## src/rtl/serial_negate_scheduler.sv

```systemverilog
// -----------------------------------------------------------------------------
// serial_negate_scheduler
//
// Shares one bit-serial two's-complement negator between two word-level
// requesters. A round-robin arbiter picks a requester in IDLE and latches its
// word. The core is then cleared for one cycle. The word is streamed LSB-first
// into the core, and the core's Mealy output is reassembled into a parallel
// result that is held until the consumer takes it.
//
// The serial core is reset by (areset | core_clr) at the integration level.
//
// Ports
//   clk, areset            clock (rising edge), async active-high reset
//   req0_valid/data/ready  requester 0 word handshake (ready is combinational)
//   req1_valid/data/ready  requester 1 word handshake (ready is combinational)
//   core_clr               registered one-cycle clear pulse to the serial core
//   core_x                 registered serial operand bit, LSB first
//   core_z                 serial result bit from the core, same cycle as core_x
//   res_valid/data/id      result handshake: (-operand) mod 2^WIDTH and owner
//   res_ready              consumer accepts the result when valid & ready
// -----------------------------------------------------------------------------
module serial_negate_scheduler #(
  parameter int WIDTH = 8
) (
  input  logic             clk,
  input  logic             areset,
  input  logic             req0_valid,
  input  logic [WIDTH-1:0] req0_data,
  output logic             req0_ready,
  input  logic             req1_valid,
  input  logic [WIDTH-1:0] req1_data,
  output logic             req1_ready,
  output logic             core_clr,
  output logic             core_x,
  input  logic             core_z,
  output logic             res_valid,
  output logic [WIDTH-1:0] res_data,
  output logic             res_id,
  input  logic             res_ready
);

  localparam int CW = $clog2(WIDTH);

  typedef enum logic [1:0] {
    ST_IDLE  = 2'd0,
    ST_CLEAR = 2'd1,
    ST_SHIFT = 2'd2,
    ST_DONE  = 2'd3
  } state_t;

  state_t           state_q, state_d;
  logic [WIDTH-1:0] shreg_q, shreg_d;
  logic [WIDTH-1:0] res_data_q, res_data_d;
  logic [CW-1:0]    cnt_q, cnt_d;
  logic             core_clr_q, core_clr_d;
  logic             core_x_q, core_x_d;
  logic             res_valid_q, res_valid_d;
  logic             res_id_q, res_id_d;
  logic             last_grant_q, last_grant_d;

  logic             grant_valid;
  logic             grant_id;

  // Round-robin choice: a lone requester wins; on contention the one that
  // was not granted last wins.
  always_comb begin
    grant_valid = 1'b0;
    grant_id    = 1'b0;
    if (req0_valid && req1_valid) begin
      grant_valid = 1'b1;
      grant_id    = ~last_grant_q;
    end else if (req0_valid) begin
      grant_valid = 1'b1;
      grant_id    = 1'b0;
    end else if (req1_valid) begin
      grant_valid = 1'b1;
      grant_id    = 1'b1;
    end else begin
      grant_valid = 1'b0;
      grant_id    = 1'b0;
    end
  end

  assign req0_ready = (state_q == ST_IDLE) && grant_valid && !grant_id;
  assign req1_ready = (state_q == ST_IDLE) && grant_valid && grant_id;

  // Next-state and datapath: everything holds unless a state says otherwise;
  // core_clr and core_x fall back to 0 outside the states that drive them.
  always_comb begin
    state_d      = state_q;
    shreg_d      = shreg_q;
    res_data_d   = res_data_q;
    cnt_d        = cnt_q;
    core_clr_d   = 1'b0;
    core_x_d     = 1'b0;
    res_valid_d  = res_valid_q;
    res_id_d     = res_id_q;
    last_grant_d = last_grant_q;
    case (state_q)
      ST_IDLE: begin
        if (grant_valid) begin
          shreg_d      = grant_id ? req1_data : req0_data;
          res_id_d     = grant_id;
          last_grant_d = grant_id;
          core_clr_d   = 1'b1;
          state_d      = ST_CLEAR;
        end else begin
          state_d = ST_IDLE;
        end
      end
      ST_CLEAR: begin
        // The core sits in reset this cycle, so bit 0 lands on a clean state.
        core_x_d = shreg_q[0];
        shreg_d  = {1'b0, shreg_q[WIDTH-1:1]};
        cnt_d    = '0;
        state_d  = ST_SHIFT;
      end
      ST_SHIFT: begin
        // Result bits enter at the MSB so the first (LSB) bit ends at bit 0.
        res_data_d = {core_z, res_data_q[WIDTH-1:1]};
        cnt_d      = cnt_q + {{(CW-1){1'b0}}, 1'b1};
        if (cnt_q == CW'(WIDTH - 1)) begin
          res_valid_d = 1'b1;
          core_x_d    = 1'b0;
          state_d     = ST_DONE;
        end else begin
          core_x_d = shreg_q[0];
          shreg_d  = {1'b0, shreg_q[WIDTH-1:1]};
          state_d  = ST_SHIFT;
        end
      end
      ST_DONE: begin
        if (res_ready) begin
          res_valid_d = 1'b0;
          state_d     = ST_IDLE;
        end else begin
          state_d = ST_DONE;
        end
      end
      default: begin
        state_d     = ST_IDLE;
        res_valid_d = 1'b0;
      end
    endcase
  end

  // State and datapath registers; areset aborts any word in flight.
  always_ff @(posedge clk or posedge areset) begin
    if (areset) begin
      state_q      <= ST_IDLE;
      shreg_q      <= '0;
      res_data_q   <= '0;
      cnt_q        <= '0;
      core_clr_q   <= 1'b0;
      core_x_q     <= 1'b0;
      res_valid_q  <= 1'b0;
      res_id_q     <= 1'b0;
      last_grant_q <= 1'b1;
    end else begin
      state_q      <= state_d;
      shreg_q      <= shreg_d;
      res_data_q   <= res_data_d;
      cnt_q        <= cnt_d;
      core_clr_q   <= core_clr_d;
      core_x_q     <= core_x_d;
      res_valid_q  <= res_valid_d;
      res_id_q     <= res_id_d;
      last_grant_q <= last_grant_d;
    end
  end

  assign core_clr  = core_clr_q;
  assign core_x    = core_x_q;
  assign res_valid = res_valid_q;
  assign res_data  = res_data_q;
  assign res_id    = res_id_q;

endmodule

```

## config.mk

```make
export PLATFORM = sky130hd
export DESIGN_NAME = serial_negate_scheduler
export DESIGN_NICKNAME = d
export VERILOG_FILES = /design/src/rtl/serial_negate_scheduler.sv
export SDC_FILE = /design/constraint.sdc
export NUM_CORES = 1
export LEC_CHECK = 0
export BUFFER_PORTS_ARGS = -buffer_cell sky130_fd_sc_hd__buf_2
export CELL_PAD_IN_SITES_DETAIL_PLACEMENT = 2
export CELL_PAD_IN_SITES_GLOBAL_PLACEMENT = 2
export CORE_ASPECT_RATIO = 2
export CORE_UTILIZATION = 32
export CTS_BUF_LIST = sky130_fd_sc_hd__clkbuf_16
export DETAILED_ROUTE_END_ITERATION = 8
export PLACE_DENSITY = 0.83
export SLEW_MARGIN = 10
export SYNTH_ARGS = -nofsm -noshare
export SYNTH_HDL_FRONTEND = slang
export SYNTH_SLANG_ARGS = --single-unit
```

## constraint.sdc

```tcl
create_clock -name clk -period 2.49 [get_ports clk]
set_clock_uncertainty 0.1 [all_clocks]
set_input_delay 0.1245 -clock clk [delete_from_list [all_inputs] [get_ports clk]]
set_output_delay 0.1245 -clock clk [all_outputs]
set_load 0.02 [all_outputs]
```

==> results of run 1 <==
[layout make-up]
cell class                 instances  area share, %
tap                               52           4.00
clock inverter                     1          0.231
timing repair buffer              36           11.2
sequential                        26           40.0
multi-input combinational         84           38.3
clock buffer                       3           4.61
inverter                           7           1.61
[logic make-up (layout without fill, tap and decap cells)]
family	Yosys count	count (layout)	synth area share, %
DFF	26	26	48.5
adders and majority gates	8	8	7.45
muxes	10	10	8.19
AOI/OAI and AO/OA	40	40	19.5
buffers and inverters	14	47	5.12
and+or+nand+nor	26	26	11.3
[cells in the final DEF, fill, tap and decap left out, types with 3 or more instances in the layout]
cell / Yosys / layout
a21oi_1: 5 / 5
a221oi_1: 7 / 7
and2_1: 7 / 7
buf_2: 1 / 35
clkbuf_16: 0 / 3
dfrtp_1: 25 / 25
ha_1: 8 / 8
inv_1: 7 / 8
mux2_2: 8 / 8
nand2_1: 4 / 4
nor2b_1: 8 / 8
o21ai_0: 15 / 15
o31ai_1: 8 / 8
[worst paths after layout]
kind	from	to	slack [ns]	cells after the start
max	state_q[1]	shreg_q[7]	0.49	5
min	areset	res_data[1]	0.001	2
max reg2reg	state_q[1]	shreg_q[7]	0.49	5
min reg2reg	res_id	res_id	0.38	1
max in group asynchronous	areset	res_data[7]	1.67	2
min in group clk	req0_valid	last_grant_q	0	2
[routing by layer]
metal	GRT usage [%]	up-vias	routed length, µm
met1	20.9	545	1290
met4	7.18	0	63
li1	-	507	-
met3	2.70	5	77
met5	0	-	0
met2	33.2	22	2110
[metrics by stage]
step	hold WS, ns	setup slack [ns]	util, %
after global routing	0.0139	0.266	40.2
after detailed placement	0.275	0.526	38.3
final	0.00107	0.485	40.2
after global placement	0.257	0.642	38.3
after CTS	0.00459	0.454	40.2
after floorplan	0.0638	0.725	-
[state kept, by name (all words and copies together) (netlist names)]
name / cells
core_clr: 1
res_id: 1
state_q: 2
shreg_q: 8
res_valid: 1
cnt_q: 3
core_x: 1
res_data: 8
last_grant_q: 1
[power by group]
part	total, mW	internal (mW)	switching (mW)	leakage [nW]
clock network	0.361	0.215	0.146	0.0423
registers	0.764	0.634	0.130	0.314
logic	1.02	0.420	0.597	0.417
total	2.14	1.27	0.873	0.774
==> flow_summary.json, run 1 <==
{
  "status": "finished clean",
  "nFillCells": 481,
  "nets": 188,
  "synth_edf_count": 0,
  "clk_latency_ns": 0.26,
  "hold_viol": 0,
  "synth_area_mm2": 0.00134,
  "dp_hpwl_um": 2780,
  "post_cts_resized": 0,
  "overflow": 0,
  "cp_slowest_stage_delay_ns": 0.47,
  "worstMarginPinSlew_ns": 1.02,
  "drc": 0,
  "ir_worst_vdd_uv": 655,
  "via_per_inst": 5.16,
  "dp_cells": 205,
  "path_class": "flip-flop to flip-flop",
  "netlist_instances": 124,
  "die_w_um": 47.8,
  "critPathCaptureType": "flip-flop",
  "synth_most_common_cell": "dfrtp_1",
  "die_y_um": 93.6,
  "setup_viol": 0,
  "syn_avg_cell_area_um2": 10.8,
  "powerDensity_mw_per_mm2": 1320,
  "crit_path_start_kind": "flip-flop",
  "totalWireLength_um": 3540,
  "dr.first_iter.drc_count": 10,
  "crit_arrival_ns": 2.02,
  "drv_cap": 0,
  "place_congestion": 0.826,
  "ant_nets": 0,
  "tns_ns": 0,
  "synth_seq_cells": 26,
  "port_buffers": 35,
  "fmax_ghz": 0.499,
  "wl_per_cell_um": 17.0,
  "critical_path_buf_inv_count": 1,
  "final_area_mm2": 0.00163,
  "cp_max_fo": 9,
  "num_rows": 33,
  "synth_ff_type": "dfrtp_1",
  "max_slew_margin_pct": 31.6,
  "grt_pass1_vias": 1265,
  "cts.clk_slew.worst_paths_ns": 0.06,
  "cts.sinks": 26,
  "place_area_mm2": 0.00155,
  "yosysWarnings": 0,
  "grt_antenna_before_repair": 0,
  "regArea_um2": 652,
  "synth_top_area_share_pct": 46.6,
  "synthTopCellsByCount": "dfrtp_1, o21ai_0",
  "antenna_cells": 0,
  "numCtsBuffers": 3,
  "grt_max_degree": 27,
  "synth_fp_nets": 154,
  "ios": 36,
  "yosys.cell_types.count": 25,
  "slew_violations": 0,
  "leakagePower_nw": 0.774,
  "period_minus_slack_ns": 2.00,
  "required_ns": 2.51,
  "die-area_mm2": 0.00448,
  "async_reset_ff_share_pct": 100,
  "instances_no_fill": 209,
  "path_delay_family": "simple AND/OR/NAND/NOR gates",
  "h-tree-depth": 1,
  "num_vias": 1079,
  "area_growth_pct": 21.1,
  "drtPass1Iterations": 3,
  "cts_setup_buffers": 0,
  "start_util_pct": 33.2,
  "finalCritPeriodShare_pct": 80.5,
  "cts_tree": "yes",
  "ctsLongestPathBuffers": 2,
  "coreArea_mm2": 0.00405,
  "synth_largest_area_cell": "dfrtp_1",
  "synth.area.top_cells": "dfrtp_1, ha_1, mux2_2",
  "yosysSeqAreaShare_pct": 48.5,
  "root_buffer": "clkbuf_16",
  "crit_path_top_delay_cell": "nor3b_2",
  "hp-class": "primary input to async pin",
  "ctsHoldBuffers": 0,
  "drive_gt1_share_pct": 31.8,
  "multi_input_area_um2": 623,
  "grtUsageTotal_pct": 18.8,
  "rsz0062_at_grt": "no",
  "cp_cell_sequence": "inv_1 > ha_1 > nor3b_2 > or2_1 > o31ai_1",
  "grt_first_pass_wirelength_um": 6040,
  "finalPower_mw": 2.14
}
No activity file was read; power rests on OpenSTA's default activity.
==> inputs of run 2 (changes only) <==
- ABC_AREA: default -> 1
- CORE_UTILIZATION: 32 -> 29
- PLACE_DENSITY: 0.83 -> 0.82
- clock period: 2.49 -> 1.9 ns (I/O delays scaled with it)
==> run 2 against run 1 <==
Against the previous run:
- combinational power increased by 43%
- highest routed layer unchanged
- synthesized cell count increased by 35%
- clock power increased by 30%
- utilization decreased by 3.3 points
==> flow_summary.json, run 2 <==
{
  "status": "finished clean",
  "grt_max_degree": 27,
  "swShare_pct": 45.1,
  "synth_largest_area_cell": "dfrtp_1",
  "synth_top_area_share_pct": 45.5,
  "setup_viol": 0,
  "area_growth_pct": 23.5,
  "drv_cap": 0,
  "yosys.cell_types.count": 19,
  "num_vias": 1237,
  "yosysWarnings": 0,
  "regToRegSetupSlack_ns": 0.22,
  "netlist_instances": 168,
  "regArea_um2": 652,
  "antenna_cells": 0,
  "crit_path_top_delay_cell": "dfrtp_1",
  "fmax_ghz": 0.557,
  "start_util_pct": 29.9,
  "layout_common_cells": "nand2_1, buf_2, dfrtp_1",
  "synth.area.top_cells": "dfrtp_1, nand2_1, ha_1",
  "drive_gt1_share_pct": 25.2,
  "cp_common_cell": "inv_1",
  "ios": 36,
  "synth_edf_count": 0,
  "required_ns": 1.70,
  "synth_fp_nets": 198,
  "root_buffer": "clkbuf_16",
  "clk_latency_ns": 0.26,
  "worstMarginPinSlew_ns": 0.358,
  "ir_worst_vdd_uv": 635,
  "hold_start": "req0_data[5]",
  "p_int_mw": 1.60,
  "critical_path_buf_inv_count": 3,
  "synth_seq_cells": 26,
  "h-tree-depth": 1,
  "leakagePower_nw": 0.947,
  "place_congestion": 0.717,
  "final_common_cell": "nand2_1",
  "ant_nets": 0,
  "grt_antenna_before_repair": 0,
  "synth_area_mm2": 0.00138,
  "die_w_um": 50.7,
  "ctsLongestPathBuffers": 2,
  "p_sw_mw": 1.32,
  "hp-class": "primary input to flip-flop",
  "cp_max_fo": 6,
  "period_minus_slack_ns": 1.80,
  "worstReg2RegEnd": "shreg_q[2]",
  "hold_viol": 0,
  "clkPwrFrac_pct": 16.1,
  "slew_violations": 0,
  "drc": 0,
  "drtPass1Iterations": 2,
  "crit_arrival_ns": 1.60,
  "hold_end": "shreg_q[5]",
  "dr.first_iter.drc_count": 11,
  "die-area_mm2": 0.00504,
  "hold-worst-slack_ns": 0.0428,
  "critPathCaptureType": "output pin",
  "multi_input_area_um2": 632,
  "rsz0062_at_grt": "no",
  "rr_worst_depth": 7,
  "nFillCells": 575,
  "synth_most_common_cell": "nand2_1",
  "power_frac_comb_pct": 50.1,
  "synthTopCellsByCount": "nand2_1, dfrtp_1, nor2_1",
  "fin_util_pct": 36.9,
  "totalWireLength_um": 3450,
  "path_class": "flip-flop to output pin",
  "cp_cell_sequence": "inv_1 > ha_2 > inv_1 > nor3_1 > buf_2",
  "finalCritPeriodShare_pct": 94.5,
  "async_reset_ff_share_pct": 100,
  "grt_pass1_vias": 1374,
  "path_delay_family": "flip-flops",
  "cts_setup_buffers": 0,
  "numCtsBuffers": 3,
  "crit_path_start_kind": "flip-flop",
  "tns_ns": 0,
  "nets": 237,
  "cts_tree": "yes",
  "syn_avg_cell_area_um2": 8.18,
  "powerDensity_mw_per_mm2": 1720,
  "overflow": 0,
  "num_rows": 35,
  "coreArea_mm2": 0.00460,
  "hold_depth": 5,
  "die_y_um": 99.4,
  "wl_per_cell_um": 13.2,
  "cts.clk_slew.worst_paths_ns": 0.06,
  "cts.sinks": 26,
  "grt_first_pass_wirelength_um": 5960,
  "reg2reg_from": "state_q[1]",
  "max_slew_margin_pct": 76.1,
  "power_frac_seq_pct": 33.8,
  "grtUsageTotal_pct": 15.4,
  "via_per_inst": 4.74,
  "dp_hpwl_um": 2660,
  "synth_ff_type": "dfrtp_1",
  "cp_slowest_stage_delay_ns": 0.46,
  "port_buffers": 35,
  "yosysSeqAreaShare_pct": 47.4
}
## run 2: changes by cell type after synthesis, sizes merged, moves of 7 or more
cell,change
nand2,+56
nor2,+18
nand3,+14
inv,+8
mux2,-8
nor2b,-8
o31ai,-8
a221oi,-7
and2,-7
## run 2: final cells by class
class | instances | share of cell area [%]
inverters | 15 | 3.32
multi-input cells | 122 | 37.2
clock buffers | 3 | 4.42
flip-flops and latches | 26 | 38.4
well taps | 55 | 4.05
repair buffers | 39 | 12.4
clock inverters | 1 | 0.221
## run 2: layer usage
metal,up-vias,track usage [%],wire (µm)
li1,601,-,-
met1,607,15.6,1270
met2,27,30.8,2070
met3,2,0.917,75
met4,0,5.77,29
met5,-,0,0
## run 2: per-stage QoR
step / cells / setup slack (ns) / total power, mW / instance area (µm²)
CTS: 261 / 0.0302 / 2.99 / 1700
finish: 261 / 0.105 / 2.92 / 1700
global route: 261 / 0.00506 / 3.20 / 1700
detailed placement: 255 / 0.171 / 2.49 / 1600
global placement: 255 / 0.281 / 2.40 / 1600
floorplan: 168 / 0.347 / 2.07 / 1380
## run 2: worst register-to-register path: cells and delay by family (launching register included)
family                     cells  cell delay, ns
buffers and inverters          2            0.28
and+or+nand+nor                4            0.31
DFF                            1            0.46
adders and majority gates      1            0.43
## run 2: how the worst max path moves through the flow
stage | from | endpoint | cells past startpoint
detailed placement | state_q[1] | shreg_q[2] | 7
floorplan | state_q[1] | shreg_q[2] | 8
global placement | state_q[1] | shreg_q[6] | 7
CTS | state_q[1] | req0_ready | 5
finish | state_q[1] | req0_ready | 5
global route | state_q[1] | req0_ready | 5
## run 2: timing repair
action                                 CTS  global route
setup endpoints to repair                0             1
endpoints found under the hold margin   26             0
resized for setup                        0             1
hold buffers                             2             0
## run 2: power by group through the flow
stage | combinational (mW) | clock (mW) | sequential [mW]
2_1_floorplan | 0.975 | 0 | 1.10
3_3_place_gp | 1.42 | 0 | 0.987
3_5_place_dp | 1.48 | 0 | 1.00
4_1_cts | 1.50 | 0.492 | 0.994
5_1_grt | 1.68 | 0.506 | 1.02
6_report | 1.46 | 0.470 | 0.987
## run 2: kinds of logic (layout without fill, tap and decap cells)
| group | Yosys count | after routing | synth area share, % |
|---|---|---|---|
| and+or+nand+nor | 97 | 97 | 31.8 |
| DFF | 26 | 26 | 47.4 |
| buffers and inverters | 20 | 58 | 6.82 |
| AOI/OAI and AO/OA | 17 | 17 | 6.73 |
| adders and majority gates | 8 | 8 | 7.28 |
==> inputs of run 3 (changes only) <==
- GPL_TIMING_DRIVEN: default -> 0
==> run 3 against run 2 <==
Against the previous run:
- the run now ends with hold timing left
- sequential share of layout area decreased by 0.12 points
- combinational power increased by 4%
- via count increased by 0.40%
- die area unchanged
- non-clock buffer count increased by 1
- utilization increased by 0.19 points
- hold slack got worse by 0.062 ns
- register-to-register slack got worse by 0.08 ns
- cell count increased by 0.38%
- critical endpoint is now shreg_q[2]
- largest cell class unchanged
- largest power group unchanged
- highest routed layer unchanged
==> flow_summary.json, run 3 (synthesized netlist as in run 2, its figures left out) <==
{
  "ios": 36,
  "p_int_mw": 1.64,
  "final_common_cell": "nand2_1",
  "numCtsBuffers": 3,
  "wl_met1_um": 1240,
  "place_congestion": 0.746,
  "clk_latency_ns": 0.26,
  "cts_tree": "yes",
  "die_y_um": 99.4,
  "hold_viol": 25,
  "cp_max_fo": 10,
  "hold-worst-slack_ns": -0.0193,
  "crit_path_start_kind": "flip-flop",
  "regArea_um2": 653,
  "die-area_mm2": 0.00504,
  "swShare_pct": 45.0,
  "h-tree-depth": 1,
  "instances_no_fill": 262,
  "cts.sinks": 26,
  "grt_max_degree": 27,
  "hp-class": "primary input to async pin",
  "place_ws_ns": 0.0273,
  "leakagePower_nw": 0.950,
  "root_buffer": "clkbuf_16",
  "via_per_inst": 4.74,
  "dr.first_iter.drc_count": 13,
  "max_slew_margin_pct": 30.1,
  "critPathCaptureType": "flip-flop",
  "num_rows": 35,
  "period_minus_slack_ns": 1.76,
  "required_ns": 1.95,
  "powerDensity_mw_per_mm2": 1740,
  "rsz0062_at_grt": "no",
  "crit_arrival_ns": 1.82,
  "dp_cells": 257,
  "cts_setup_buffers": 0,
  "power_frac_seq_pct": 33.2,
  "start_util_pct": 29.9,
  "worstMarginPinSlew_ns": 1.05,
  "ctsLongestPathBuffers": 2,
  "dr_wl_met3_um": 92,
  "tns_ns": 0,
  "fin_util_pct": 37.1,
  "top_layer_used": "met4",
  "die_w_um": 50.7,
  "drc": 0,
  "rr_worst_depth": 8,
  "slew_violations": 0,
  "cts.clk_slew.worst_paths_ns": 0.06,
  "p_sw_mw": 1.34,
  "totalWireLength_um": 3350,
  "power_frac_comb_pct": 50.9,
  "setup_viol": 0,
  "final_area_mm2": 0.00171,
  "area_growth_pct": 24.1,
  "grtUsageTotal_pct": 15.2,
  "postLayoutSetupSlackWorst_ns": 0.139,
  "grt_first_pass_wirelength_um": 5940,
  "nets": 238,
  "grt_antenna_before_repair": 0,
  "place_area_mm2": 0.00161,
  "finalPower_mw": 2.97,
  "overflow": 0,
  "status": "complete, but fails checks",
  "violations": "hold timing",
  "drtPass1Iterations": 2,
  "nFillCells": 570,
  "wl_per_cell_um": 12.8,
  "drive_gt1_share_pct": 26.6,
  "ant_nets": 0,
  "multi_input_area_um2": 632,
  "path_class": "flip-flop to flip-flop",
  "ir_worst_vdd_uv": 603,
  "grt_pass1_vias": 1334,
  "dp_hpwl_um": 2690,
  "antenna_cells": 0,
  "port_buffers": 34,
  "clkPwrFrac_pct": 15.8,
  "num_vias": 1242,
  "layout_common_cells": "nand2_1, buf_2, dfrtp_1",
  "coreArea_mm2": 0.00460,
  "drv_cap": 0,
  "finalCritPeriodShare_pct": 92.7,
  "fmax_ghz": 0.568,
  "dr_wl_met2_um": 1970
}
-- run 3: layout make-up --
type | count | area share [%]
buffer | 5 | 2.20
sequential | 26 | 38.3
clock buffer | 3 | 4.40
timing repair buffer | 35 | 10.6
clock inverter | 1 | 0.220
inverter | 15 | 3.30
tap | 55 | 4.03
multi-input combinational | 122 | 37.0
-- run 3: power groups by stage --
stage	combinational [mW]	sequential (mW)	clock, mW
6_report	1.52	0.989	0.471
3_5_place_dp	1.54	1.00	0
4_1_cts	1.55	0.991	0.488
5_1_grt	1.74	1.02	0.505
3_3_place_gp	1.48	0.983	0
2_1_floorplan	0.975	1.10	0
-- run 3: final timing paths --
| kind | from | to | slack, ns |
|---|---|---|---|
| max | state_q[0] | shreg_q[2] | 0.14 |
| min | areset | shreg_q[5] | -0.02 |
| max reg2reg | state_q[0] | shreg_q[2] | 0.14 |
| min reg2reg | res_data[0] | res_data[0] | 0.37 |
| max in group asynchronous | areset | state_q[1] | 1.01 |
| min in group clk | req0_data[1] | shreg_q[1] | 0.03 |
-- run 3: per-layer routing --
layer	vias to the layer above	GRT usage, %
li1	602	-
met1	607	15.5
met2	29	29.8
met3	4	1.99
met4	0	5.13
met5	-	0
-- run 3: timing repair --
action / 4_1_cts / 5_1_grt
resized for setup: 0 / 2
endpoints found under the setup margin: 0 / 7
hold buffers: 1 / 0
hold endpoints to repair: 1 / 0
-- run 3: critical path, stage by stage (launching register included) --
cell and delay (ns):
dfrtp_1 0.43, inv_1 0.11, ha_2 0.43, inv_2 0.10
buf_2 0.20, nor2_1 0.14, nor2_2 0.05, nand2_1 0.05
nand2_1 0.04
